[src/rtl/fifo_reader_if.sv]
// Handshake bundle between the FIFO, the byte-pair reader and the word sink.
// master: the reader itself; slave: the surrounding FIFO and downstream logic.
interface fifo_reader_if;
  logic        fifo_empty;
  logic [3:0]  fifo_count;
  logic [7:0]  fifo_data;
  logic        fifo_rd;
  logic        flush;
  logic [15:0] out_data;
  logic        out_valid;
  logic        out_ready;
  logic        out_pad;
  logic [7:0]  words_sent;

  modport master (
    input  fifo_empty, fifo_count, fifo_data, flush, out_ready,
    output fifo_rd, out_data, out_valid, out_pad, words_sent
  );

  modport slave (
    output fifo_empty, fifo_count, fifo_data, flush, out_ready,
    input  fifo_rd, out_data, out_valid, out_pad, words_sent
  );
endinterface

[src/rtl/fifo_reader.sv]
// Pops bytes from a FIFO in pairs and presents them as 16-bit words
// {second, first}. A lone trailing byte is emitted zero-padded when flush is
// held. fifo_data is valid the cycle after a pop strobe.
//
// state  | meaning
// -------+-----------------------------------------------------------
// IDLE   | waiting for >=2 bytes, or flush with a lone byte
// RD_LO  | pop strobe for the first byte
// CAP_LO | capture first byte; pop second byte if pairing
// CAP_HI | capture second byte
// OUT    | word presented, held until out_ready
module fifo_reader (
  input  logic          clk,
  input  logic          rst,
  fifo_reader_if.master bus
);

  typedef enum logic [2:0] {
    IDLE   = 3'd0,
    RD_LO  = 3'd1,
    CAP_LO = 3'd2,
    CAP_HI = 3'd3,
    OUT    = 3'd4
  } state_t;

  state_t      state;
  state_t      state_nxt;
  logic        pair;
  logic        pair_nxt;
  logic [7:0]  lo_byte;
  logic [7:0]  hi_byte;
  logic        pad;
  logic [7:0]  words_sent;
  logic        fifo_rd;
  logic        out_valid;
  logic        start_pair;
  logic        start_lone;
  logic        accept;

  // A pair takes priority over a flush so flush never splits a full pair.
  assign start_pair = (bus.fifo_count >= 4'd2);
  assign start_lone = bus.flush && !bus.fifo_empty;
  assign accept     = (state == OUT) && bus.out_ready;

  // State and pair-flag register.
  always_ff @(posedge clk or negedge rst) begin
    if (!rst) begin
      state <= IDLE;
      pair  <= 1'b0;
    end else begin
      state <= state_nxt;
      pair  <= pair_nxt;
    end
  end

  // Next-state logic; fifo_rd and out_valid depend only on state and pair.
  always_comb begin
    state_nxt = state;
    pair_nxt  = pair;
    fifo_rd   = 1'b0;
    out_valid = 1'b0;
    case (state)
      IDLE: begin
        if (start_pair) begin
          state_nxt = RD_LO;
          pair_nxt  = 1'b1;
        end else if (start_lone) begin
          state_nxt = RD_LO;
          pair_nxt  = 1'b0;
        end
      end
      RD_LO: begin
        fifo_rd   = 1'b1;
        state_nxt = CAP_LO;
      end
      CAP_LO: begin
        fifo_rd   = pair;
        state_nxt = pair ? CAP_HI : OUT;
      end
      CAP_HI: begin
        state_nxt = OUT;
      end
      OUT: begin
        out_valid = 1'b1;
        if (bus.out_ready) begin
          state_nxt = IDLE;
        end
      end
      default: begin
        state_nxt = IDLE;
      end
    endcase
  end

  // Byte capture; a lone byte gets a zero high byte and the pad marker.
  always_ff @(posedge clk or negedge rst) begin
    if (!rst) begin
      lo_byte <= 8'h00;
      hi_byte <= 8'h00;
      pad     <= 1'b0;
    end else begin
      case (state)
        CAP_LO: begin
          lo_byte <= bus.fifo_data;
          if (!pair) begin
            hi_byte <= 8'h00;
            pad     <= 1'b1;
          end
        end
        CAP_HI: begin
          hi_byte <= bus.fifo_data;
          pad     <= 1'b0;
        end
        default: begin
        end
      endcase
    end
  end

  // Accepted-word counter, wrapping modulo 256.
  always_ff @(posedge clk or negedge rst) begin
    if (!rst) begin
      words_sent <= 8'h00;
    end else if (accept) begin
      words_sent <= words_sent + 8'd1;
    end
  end

  assign bus.fifo_rd    = fifo_rd;
  assign bus.out_valid  = out_valid;
  assign bus.out_data   = {hi_byte, lo_byte};
  assign bus.out_pad    = pad;
  assign bus.words_sent = words_sent;

endmodule

[src/flat_wrapper.sv]
// flat-port wrapper written by rule: the top's interface ports become plain ports
module fifo_reader_flat 
  (clk, rst, bus_fifo_empty, bus_fifo_count, bus_fifo_data, bus_flush, bus_out_ready, bus_fifo_rd, bus_out_data, bus_out_valid, bus_out_pad, bus_words_sent);
  fifo_reader_if bus_i ();
  input  logic clk;
  input  logic rst;
  input wire logic [$bits(bus_i.fifo_empty)-1:0] bus_fifo_empty;
  input wire logic [$bits(bus_i.fifo_count)-1:0] bus_fifo_count;
  input wire logic [$bits(bus_i.fifo_data)-1:0] bus_fifo_data;
  input wire logic [$bits(bus_i.flush)-1:0] bus_flush;
  input wire logic [$bits(bus_i.out_ready)-1:0] bus_out_ready;
  output wire logic [$bits(bus_i.fifo_rd)-1:0] bus_fifo_rd;
  output wire logic [$bits(bus_i.out_data)-1:0] bus_out_data;
  output wire logic [$bits(bus_i.out_valid)-1:0] bus_out_valid;
  output wire logic [$bits(bus_i.out_pad)-1:0] bus_out_pad;
  output wire logic [$bits(bus_i.words_sent)-1:0] bus_words_sent;
  assign bus_i.fifo_empty = bus_fifo_empty;
  assign bus_i.fifo_count = bus_fifo_count;
  assign bus_i.fifo_data = bus_fifo_data;
  assign bus_i.flush = bus_flush;
  assign bus_i.out_ready = bus_out_ready;
  assign bus_fifo_rd = bus_i.fifo_rd;
  assign bus_out_data = bus_i.out_data;
  assign bus_out_valid = bus_i.out_valid;
  assign bus_out_pad = bus_i.out_pad;
  assign bus_words_sent = bus_i.words_sent;
  fifo_reader u_core (.clk(clk), .rst(rst), .bus(bus_i));
endmodule
[config.mk]
export PLATFORM = sky130hd
export DESIGN_NAME = fifo_reader_flat
export DESIGN_NICKNAME = d
export VERILOG_FILES = /design/src/rtl/fifo_reader_if.sv /design/src/rtl/fifo_reader.sv /design/src/flat_wrapper.sv
export SDC_FILE = /design/constraint.sdc
export NUM_CORES = 1
export LEC_CHECK = 0
export ABC_AREA = 1
export BUFFER_PORTS_ARGS = -buffer_cell sky130_fd_sc_hd__buf_2
export CAP_MARGIN = 20
export CORE_MARGIN = 4
export CORE_UTILIZATION = 35
export DETAILED_ROUTE_END_ITERATION = 16
export PLACE_DENSITY = 0.68
export SLEW_MARGIN = 20
export SYNTH_ARGS = -nofsm -noshare
export SYNTH_HDL_FRONTEND = slang
export SYNTH_SLANG_ARGS = --single-unit
[constraint.sdc]
create_clock -name clk -period 2.5 [get_ports clk]
set_clock_uncertainty 0.05 [all_clocks]
set_input_delay 0.375 -clock clk [delete_from_list [all_inputs] [get_ports clk]]
set_output_delay 0.375 -clock clk [all_outputs]
set_load 0.005 [all_outputs]
==> results of run 1 <==
==> power groups by stage <==
stage / sequential, mW / clock [mW] / combinational [mW]
detailed placement: 0.806 / 0 / 0.754
floorplan: 0.811 / 0 / 0.488
CTS: 0.805 / 0.519 / 0.753
global route: 0.835 / 0.535 / 0.835
global placement: 0.811 / 0 / 0.733
finish: 0.804 / 0.508 / 0.730
==> state kept, by name, summed over array words and instances, names as in the netlist <==
name	flops
u_core.lo_byte	8
u_core.state	3
u_core.bus.out_pad	1
u_core.hi_byte	8
u_core.bus.words_sent	8
u_core.pair	1
==> cell type report <==
type                    instances  area, µm²  area share
clock buffers                   6       82.6      0.0477
clock inverters                 2       37.5      0.0217
inverters                      24       90.1      0.0520
multi-input cells              96        527       0.304
flip-flops and latches         29        726       0.419
well taps                      48       60.1      0.0347
repair buffers                 42        210       0.121
==> per-stage QoR <==
stage	hold WS (ps)	setup WS [ps]	total power, mW	area (µm²)
floorplan	29.4	1170	1.30	1360
global placement	390	954	1.54	1610
detailed placement	391	938	1.56	1610
CTS	84.1	623	2.08	1730
global route	125	534	2.20	1730
finish	61.5	650	2.04	1730
==> layout by cell type, fill, tap and decap left out, types with 2 or more instances in the layout <==
cell type   n
buf_2      42
clkbuf_8    6
dfrtp_1    29
inv_1      20
inv_2       4
nand2_1    43
nand2_2     2
nand3_1     5
nor2_1      6
nor2_2      4
nor2_4      2
nor3_1      2
o21ai_0    12
o21ai_2     9
or2_1       2
xor2_1      4
==> per-layer routing <==
layer  vias to the layer above  routed length [µm]
li1                        556                   -
met1                       487                1250
met2                        38                1210
met3                         8                 231
met4                         0                  57
met5                         -                   0
==> final timing paths <==
path | from | endpoint | slack (ps)
min reg2reg | u_core.lo_byte[1] | u_core.lo_byte[1] | 430
max | u_core.state[2] | bus_fifo_rd | 650
max in group asynchronous | rst | u_core.bus.words_sent[6] | 1920
min | rst | u_core.bus.words_sent[3] | 60
min in group clk | bus_fifo_data[7] | u_core.lo_byte[7] | 300
max reg2reg | u_core.state[1] | u_core.state[0] | 1260
==> logic make-up after synthesis <==
group | Yosys count | synth area share
adders and majority gates | 1 | 0.00918
xor gates and xnor gates | 4 | 0.0257
DFF | 29 | 0.533
and+or+nand+nor | 69 | 0.246
buffers and inverters | 25 | 0.0808
AOI/OAI and AO/OA | 22 | 0.106
==> results.cfg, run 1 <==
[global_route]
grtUsageMet3 = 0.0432
grt_use_met2 = 0.183
grt_pass1_vias = 1092
grt_max_degree = 30
grt-ovfl-total = 0
grt.busiest_layer = met2
grt.total_usage = 0.124
grt_pass1_wl_um = 4850
grt_antenna_before_repair = 0
met1_usage = 0.159

[sta]
worstMarginPinSlew_ps = 635
rsz0062_at_grt = false
maxSlewViolCount = 0
max_freq_mhz = 541
hold_viol = 0
period_needed_ps = 1850
period_share = 0.740
slew_headroom = 0.577
setup-violations-final = 0
fin_tns_setup_ps = 0

[worst_setup_path]
cp_slowest_stage_delay_ps = 440
arrival_ps = 1420
crit_required_ps = 2080
worst_path_most_repeated_cell = inv_2
cp_cell_sequence = inv_2 -> nand2_2 -> inv_2 -> nand2_8 -> nor2_4 -> or2_1 -> buf_2
crit_family = simple AND/OR/NAND/NOR gates
worst-path-max-fanout = 18
worst_setup_path_end_kind = output pin
cp.depth = 7
critPathSlowestCell = dfrtp_1
critPathLaunchType = flop
path_buf_inv = 3
ff2ff_path_depth = 5
crit_type = reg -> out

[drt]
via_per_inst = 4.41
drc_errors = 0
firstDrtPassIters = 4
drt_iter0_markers = 49
wl_um = 2750
wire_per_inst_um = 11.1
vias = 1089
drtAntennaViolNets = 0

[outcome]
outcome = complete, no violations

[placed_design]
place_inst = 239
globalplace.congestion = 0.685
io_buffers = 42
hpwl_um = 2010

[cts]
postCtsHoldBufs = 0
cts_max_level = 2
postCtsSetupBuffers = 0
cts_buffers = 5
clkTransAtPathRegs_ps = 60
cts_buffer_depth = 2
clkSinkCount = 29
clkLatencyLatePin_ps = 280
cts-resized-gates = 0
root_buffer = clkbuf_8
cts_tree = yes

[yosys]
synthArstFlopShare = 1.00
synth_area_leader_cell = dfrtp_1
synthTopCellsByCount = 43 x nand2_1, 29 x dfrtp_1, 20 x inv_1
synth_seq_cells = 29
synth_top_flop_cell = dfrtp_1
netlist.area_leader.share = 0.533
synth-seq-area-share = 0.533
synth.avg_cell_area_um2 = 9.08
yosys_warnings = 0
ys_types = 20
postSynthCellCount = 150
synth_edf_count = 0
syn-num-nets = 168
syn_area_um2 = 1360
synth.area.top_cells = dfrtp_1 53%, nand2_1 12%, o21ai_2 5.8%, inv_1 5.5%, o21ai_0 4.4%
yosysMostFrequentCell = nand2_1

[job]
cap_violations = 0

[final_layout]
final.fill_count = 391
stdcell_count = 247
diodes = 0
layout.nets = 216
drive_gt1_frac = 0.367
synthToLayoutAreaGrowth_pct = 27.2
fin_util = 0.466

[floorplan]
core_um2 = 3720
die_y_um = 70.4
dieArea_um2 = 4960
die_w_um = 70.4
start_util = 0.367
io_pins = 44
rows = 22

[pwr]
seqPwrFrac = 0.394
p_sw_uw = 745
p_leak_nw = 0.944
pwr-share-comb = 0.357
vdd_drop_max_v = 0.000538
power_frac_clock = 0.249
swShare = 0.365
power.density_nw_per_um2 = 1180
internal_power_mw = 1.30

[min_path]
min_path_type = in -> async
Power figures use the tool's default switching activity.
==> run 2, diff against run 1 <==
==> constraint.sdc (replaced) <==
create_clock -name clk -period 1.9 [get_ports clk]
set_clock_uncertainty 0.05 [all_clocks]
set_input_delay 0.285 -clock clk [delete_from_list [all_inputs] [get_ports clk]]
set_output_delay 0.285 -clock clk [all_outputs]
set_load 0.005 [all_outputs]
==> run 2 against run 1 <==
- register-to-register slack lost 570 ps
- hold slack gained 150 ps
- global-route usage shrank 0.33 points
- wire length shrank 0.22%
- clock-buffer cell count shrank 1
- power grew 23%
- cell area shrank 1.4%
- non-clock buffer count grew 1
- critical path depth is the same
- highest routed layer unchanged
==> results.cfg, run 2 (synthesis gave the netlist of run 1 again) <==
[outcome]
outcome = complete, no violations

[sta]
slew_headroom = 0.571
setup-violations-final = 0
maxSlewViolCount = 0
setup_slack_ps = 145
hold_viol = 0
worstMarginPinSlew_ps = 644
rsz0062_at_grt = false
max_freq_mhz = 570
fin_tns_setup_ps = 0
period_needed_ps = 1750
period_share = 0.924
holdWs_ps = 214

[global_route]
grt.total_usage = 0.121
grt_pass1_wl_um = 4710
grt_antenna_before_repair = 0
grt_max_degree = 30
grt-ovfl-total = 0
grt_pass1_vias = 1040

[floorplan]
core_um2 = 3720
dieArea_um2 = 4960
start_util = 0.367
die_y_um = 70.4
io_pins = 44
rows = 22
die_w_um = 70.4

[worst_setup_path]
critPathLaunchType = flop
r2r_start = u_core.state[2]
arrival_ps = 1420
crit_type = reg -> out
reg2reg_slack_ps = 690
worst-path-max-fanout = 18
worst_setup_path_end_kind = output pin
r2r_end = u_core.hi_byte[1]
ff2ff_path_depth = 5
crit_required_ps = 1560

[drt]
wire_per_inst_um = 11.1
firstDrtPassIters = 4
wl_um = 2750
vias = 1067
top_layer_used = met4
via_per_inst = 4.30
met2_length_um = 1160
drt_iter0_markers = 37
m1WireLength_um = 1260
wl_met3_um = 287
drtAntennaViolNets = 0
drc_errors = 0

[job]
cap_violations = 0

[final_layout]
layout.nets = 217
final_area_um2 = 1710
largestRegisters = u_core.bus.words_sent: 8 flops, u_core.hi_byte: 8 flops, u_core.lo_byte: 8 flops
final_cell_mix = 43 x nand2_1, 42 x buf_2, 29 x dfrtp_1
layout_commonest_cell = nand2_1
synthToLayoutAreaGrowth_pct = 25.4
drive_gt1_frac = 0.365
diodes = 0
final.fill_count = 378

[pwr]
swShare = 0.390
power_frac_clock = 0.194
vdd_drop_max_v = 0.000715
p_sw_uw = 983
pwr-share-comb = 0.385
power.density_nw_per_um2 = 1470
seqPwrFrac = 0.421
p_leak_nw = 0.935
finalPower_mw = 2.52
internal_power_mw = 1.53

[cts]
cts_buffer_depth = 2
postCtsSetupBuffers = 0
clkLatencyLatePin_ps = 280
clkTransAtPathRegs_ps = 70
cts_buffers = 5
clkSinkCount = 29
cts_max_level = 2
cts_tree = yes
cts-resized-gates = 0
root_buffer = clkbuf_8
postCtsHoldBufs = 1

[placed_design]
placed_cell_area_um2 = 1610
globalplace.congestion = 0.685
io_buffers = 42
hpwl_um = 2020
place_worst_setup_slack_ps = 440

[min_path]
min_path_type = in -> reg
worstHoldStart = bus_fifo_data[0]
worst_hold_path.endpoint = u_core.lo_byte[0]
hold_depth = 3
-- run 2: cell types whose count changed in the layout (fill, tap and decap cells not counted) --
cell,before,now
clkinv_2,0,2
bufinv_16,1,0
clkbuf_8,6,5
dlygate4sd3_1,0,1
-- run 2: per-stage QoR --
stage | std cells | utilization
3_3_place_gp | 239 | 0.434
5_1_grt | 248 | 0.460
6_report | 248 | 0.460
4_1_cts | 248 | 0.460
3_5_place_dp | 239 | 0.434
2_1_floorplan | 150 | -
-- run 2: worst max-delay path by stage --
| stage | start | cells after the start | end |
|---|---|---|---|
| after floorplan | u_core.state[2] | 6 | bus_fifo_rd |
| after global placement | u_core.state[2] | 7 | bus_fifo_rd |
| after detailed placement | u_core.state[2] | 7 | bus_fifo_rd |
| after CTS | u_core.state[2] | 7 | bus_fifo_rd |
| after global routing | u_core.state[2] | 7 | bus_fifo_rd |
| final | u_core.state[2] | 7 | bus_fifo_rd |
-- run 2: area by class of cell --
type                    instances  area (µm²)  area share
flip-flops and latches         29         726       0.425
multi-input cells              96         527       0.308
repair buffers                 43         220       0.129
inverters                      24        90.1      0.0527
clock buffers                   5        68.8      0.0403
well taps                      48        60.1      0.0351
clock inverters                 3        17.5      0.0102
-- run 2: power by group through the flow --
stage / logic [mW] / clock network [mW] / registers, mW
floorplan: 0.642 / 0 / 1.07
global placement: 0.966 / 0 / 1.07
detailed placement: 1.00 / 0 / 1.06
CTS: 0.997 / 0.512 / 1.06
global route: 1.11 / 0.538 / 1.10
finish: 0.969 / 0.488 / 1.06
-- run 2: layer usage --
metal  vias up  GRT usage
met4         0     0.0447
met2        41      0.174
met3         4     0.0590
met5         -          0
met1       466      0.155
li1        556          -
-- run 2: critical path, cell delays in order, from the launching register on --
cell     delay, ps
dfrtp_1        440
inv_2           60
nand2_2         70
inv_2           60
nand2_8        150
nor2_4          50
or2_1          190
buf_2          120
==> run 3, diff against run 2 <==
--- a/config.mk
+++ b/config.mk
@@ -9,9 +9,9 @@
 export BUFFER_PORTS_ARGS = -buffer_cell sky130_fd_sc_hd__buf_2
 export CAP_MARGIN = 20
 export CORE_MARGIN = 4
-export CORE_UTILIZATION = 35
+export CORE_UTILIZATION = 40
 export DETAILED_ROUTE_END_ITERATION = 16
-export PLACE_DENSITY = 0.68
+export PLACE_DENSITY = 0.74
 export SLEW_MARGIN = 20
 export SYNTH_ARGS = -nofsm -noshare
 export SYNTH_HDL_FRONTEND = slang
==> run 3 against run 2 <==
- cell count did not move
- via count rose by 2.2%
- flip-flop and latch count did not move
- sequential share of layout area rose by 0.36 points
- critical path type unchanged
- combinational power rose by 7%
- die area fell by 11%
- critical endpoint unchanged
- critical path depth fell by 1
- clock power fell by 28%
- power fell by 2.9%
==> results.cfg, run 3 (synthesis gave the netlist of run 1 again) <==
[pwr]
vdd_drop_max_v = 0.000695
power.density_nw_per_um2 = 1440
finalPower_mw = 2.44
p_leak_nw = 0.934

[cts]
root_buffer = clkbuf_4
clkTransAtPathRegs_ps = 90
cts_tree = yes
cts_buffers = 5
cts_buffer_depth = 2
clkSinkCount = 29
cts_max_level = 2
clkLatencyLatePin_ps = 330

[floorplan]
rows = 20
dieArea_um2 = 4400
start_util = 0.432
io_pins = 44
die_w_um = 66.4
die_y_um = 66.4
core_um2 = 3150

[final_layout]
drive_gt1_frac = 0.368
layout_commonest_cell = nand2_1
final_cell_mix = 43 x nand2_1, 42 x buf_2, 28 x dfrtp_1
largestRegisters = u_core.bus.words_sent: 8 flops, u_core.hi_byte: 8 flops, u_core.lo_byte: 8 flops
final_area_um2 = 1700
diodes = 0
synthToLayoutAreaGrowth_pct = 24.6
layout.nets = 221
final.fill_count = 325

[placed_design]
globalplace.congestion = 0.739
hpwl_um = 1930
io_buffers = 42
placed_cell_area_um2 = 1610
place_worst_setup_slack_ps = 427

[sta]
period_share = 0.898
maxSlewViolCount = 0
worstMarginPinSlew_ps = 635
hold_viol = 0
setup-violations-final = 0
period_needed_ps = 1710
rsz0062_at_grt = false
setup_slack_ps = 194
slew_headroom = 0.576
fin_tns_setup_ps = 0
holdWs_ps = 161
max_freq_mhz = 586

[drt]
via_per_inst = 4.40
drtAntennaViolNets = 0
wire_per_inst_um = 10.9
drt_iter0_markers = 30
drc_errors = 0
wl_um = 2700
firstDrtPassIters = 4
vias = 1091

[worst_setup_path]
crit_required_ps = 1560
critPathLaunchType = flop
arrival_ps = 1370
crit_type = reg -> out
worst-path-max-fanout = 4
worst_setup_path_end_kind = output pin

[min_path]
min_path_type = in -> reg

[global_route]
grt-ovfl-total = 0
grt_antenna_before_repair = 0
grt_max_degree = 30
grt_pass1_wl_um = 4490
grt.total_usage = 0.135
grt_pass1_vias = 1014

[job]
cap_violations = 0

[outcome]
outcome = complete, no violations
[run 3: changes by cell type in the layout (fill, tap and decap cells not counted), sizes merged]
cell	delta
clkinv	-2
buf	+4
clkinvlp	-1
clkbuf	+3
[run 3: power by group]
part / internal (mW) / switching, mW
registers: 0.869 / 0.185
logic: 0.465 / 0.576
clock network: 0.147 / 0.202
total: 1.48 / 0.964
[run 3: area by class of cell]
cell class	instances	area, µm²	share of cell area
Inverter	24	90.1	0.0531
Clock buffer	8	48.8	0.0287
Timing Repair Buffer	47	250	0.147
Multi-Input combinational cell	96	527	0.310
Sequential cell	29	727	0.428
Tap cell	44	55.1	0.0324
[run 3: path summary, 6_finish.rpt]
check / startpoint / endpoint / slack (ps) / depth (start not counted)
min in group asynchronous: rst / u_core.bus.words_sent[4] / 450 / 2
max reg2reg: u_core.state[2] / u_core.hi_byte[5] / 680 / 5
min reg2reg: u_core.hi_byte[6] / u_core.hi_byte[6] / 440 / 2
min: bus_fifo_data[3] / u_core.lo_byte[3] / 160 / 3
max: u_core.state[1] / bus_fifo_rd / 190 / 6
max in group asynchronous: rst / u_core.state[2] / 910 / 2
[run 3: critical path, cell delays in order (launching register included)]
cell,delay [ps]
dfrtp_1,440
nand2_2,100
inv_2,60
nand2_8,80
nor2_4,40
or2_1,200
buf_2,120
[run 3: what timing repair did]
| action | 4_1_cts | 5_1_grt |
|---|---|---|
| setup buffers | 0 | 4 |
| endpoints found under the setup margin | 0 | 1 |
| gates resized for setup | 0 | 1 |
| hold endpoints to repair | 29 | 0 |
| hold buffers | 1 | 0 |
[run 3: per-layer routing]
layer  part of all wire  wire length [µm]  up-vias  GRT usage
met5                  0                 0        -          0
met4             0.0022                 6        0     0.0305
met3              0.085               229        2     0.0629
met2               0.46              1230       33      0.217
met1               0.46              1230      488      0.164
li1                   -                 -      568          -
[run 3: metrics by stage]
step                 util  cells
floorplan               -    150
global route        0.538    248
finish              0.538    248
global placement    0.510    235
detailed placement  0.510    235
CTS                 0.529    244
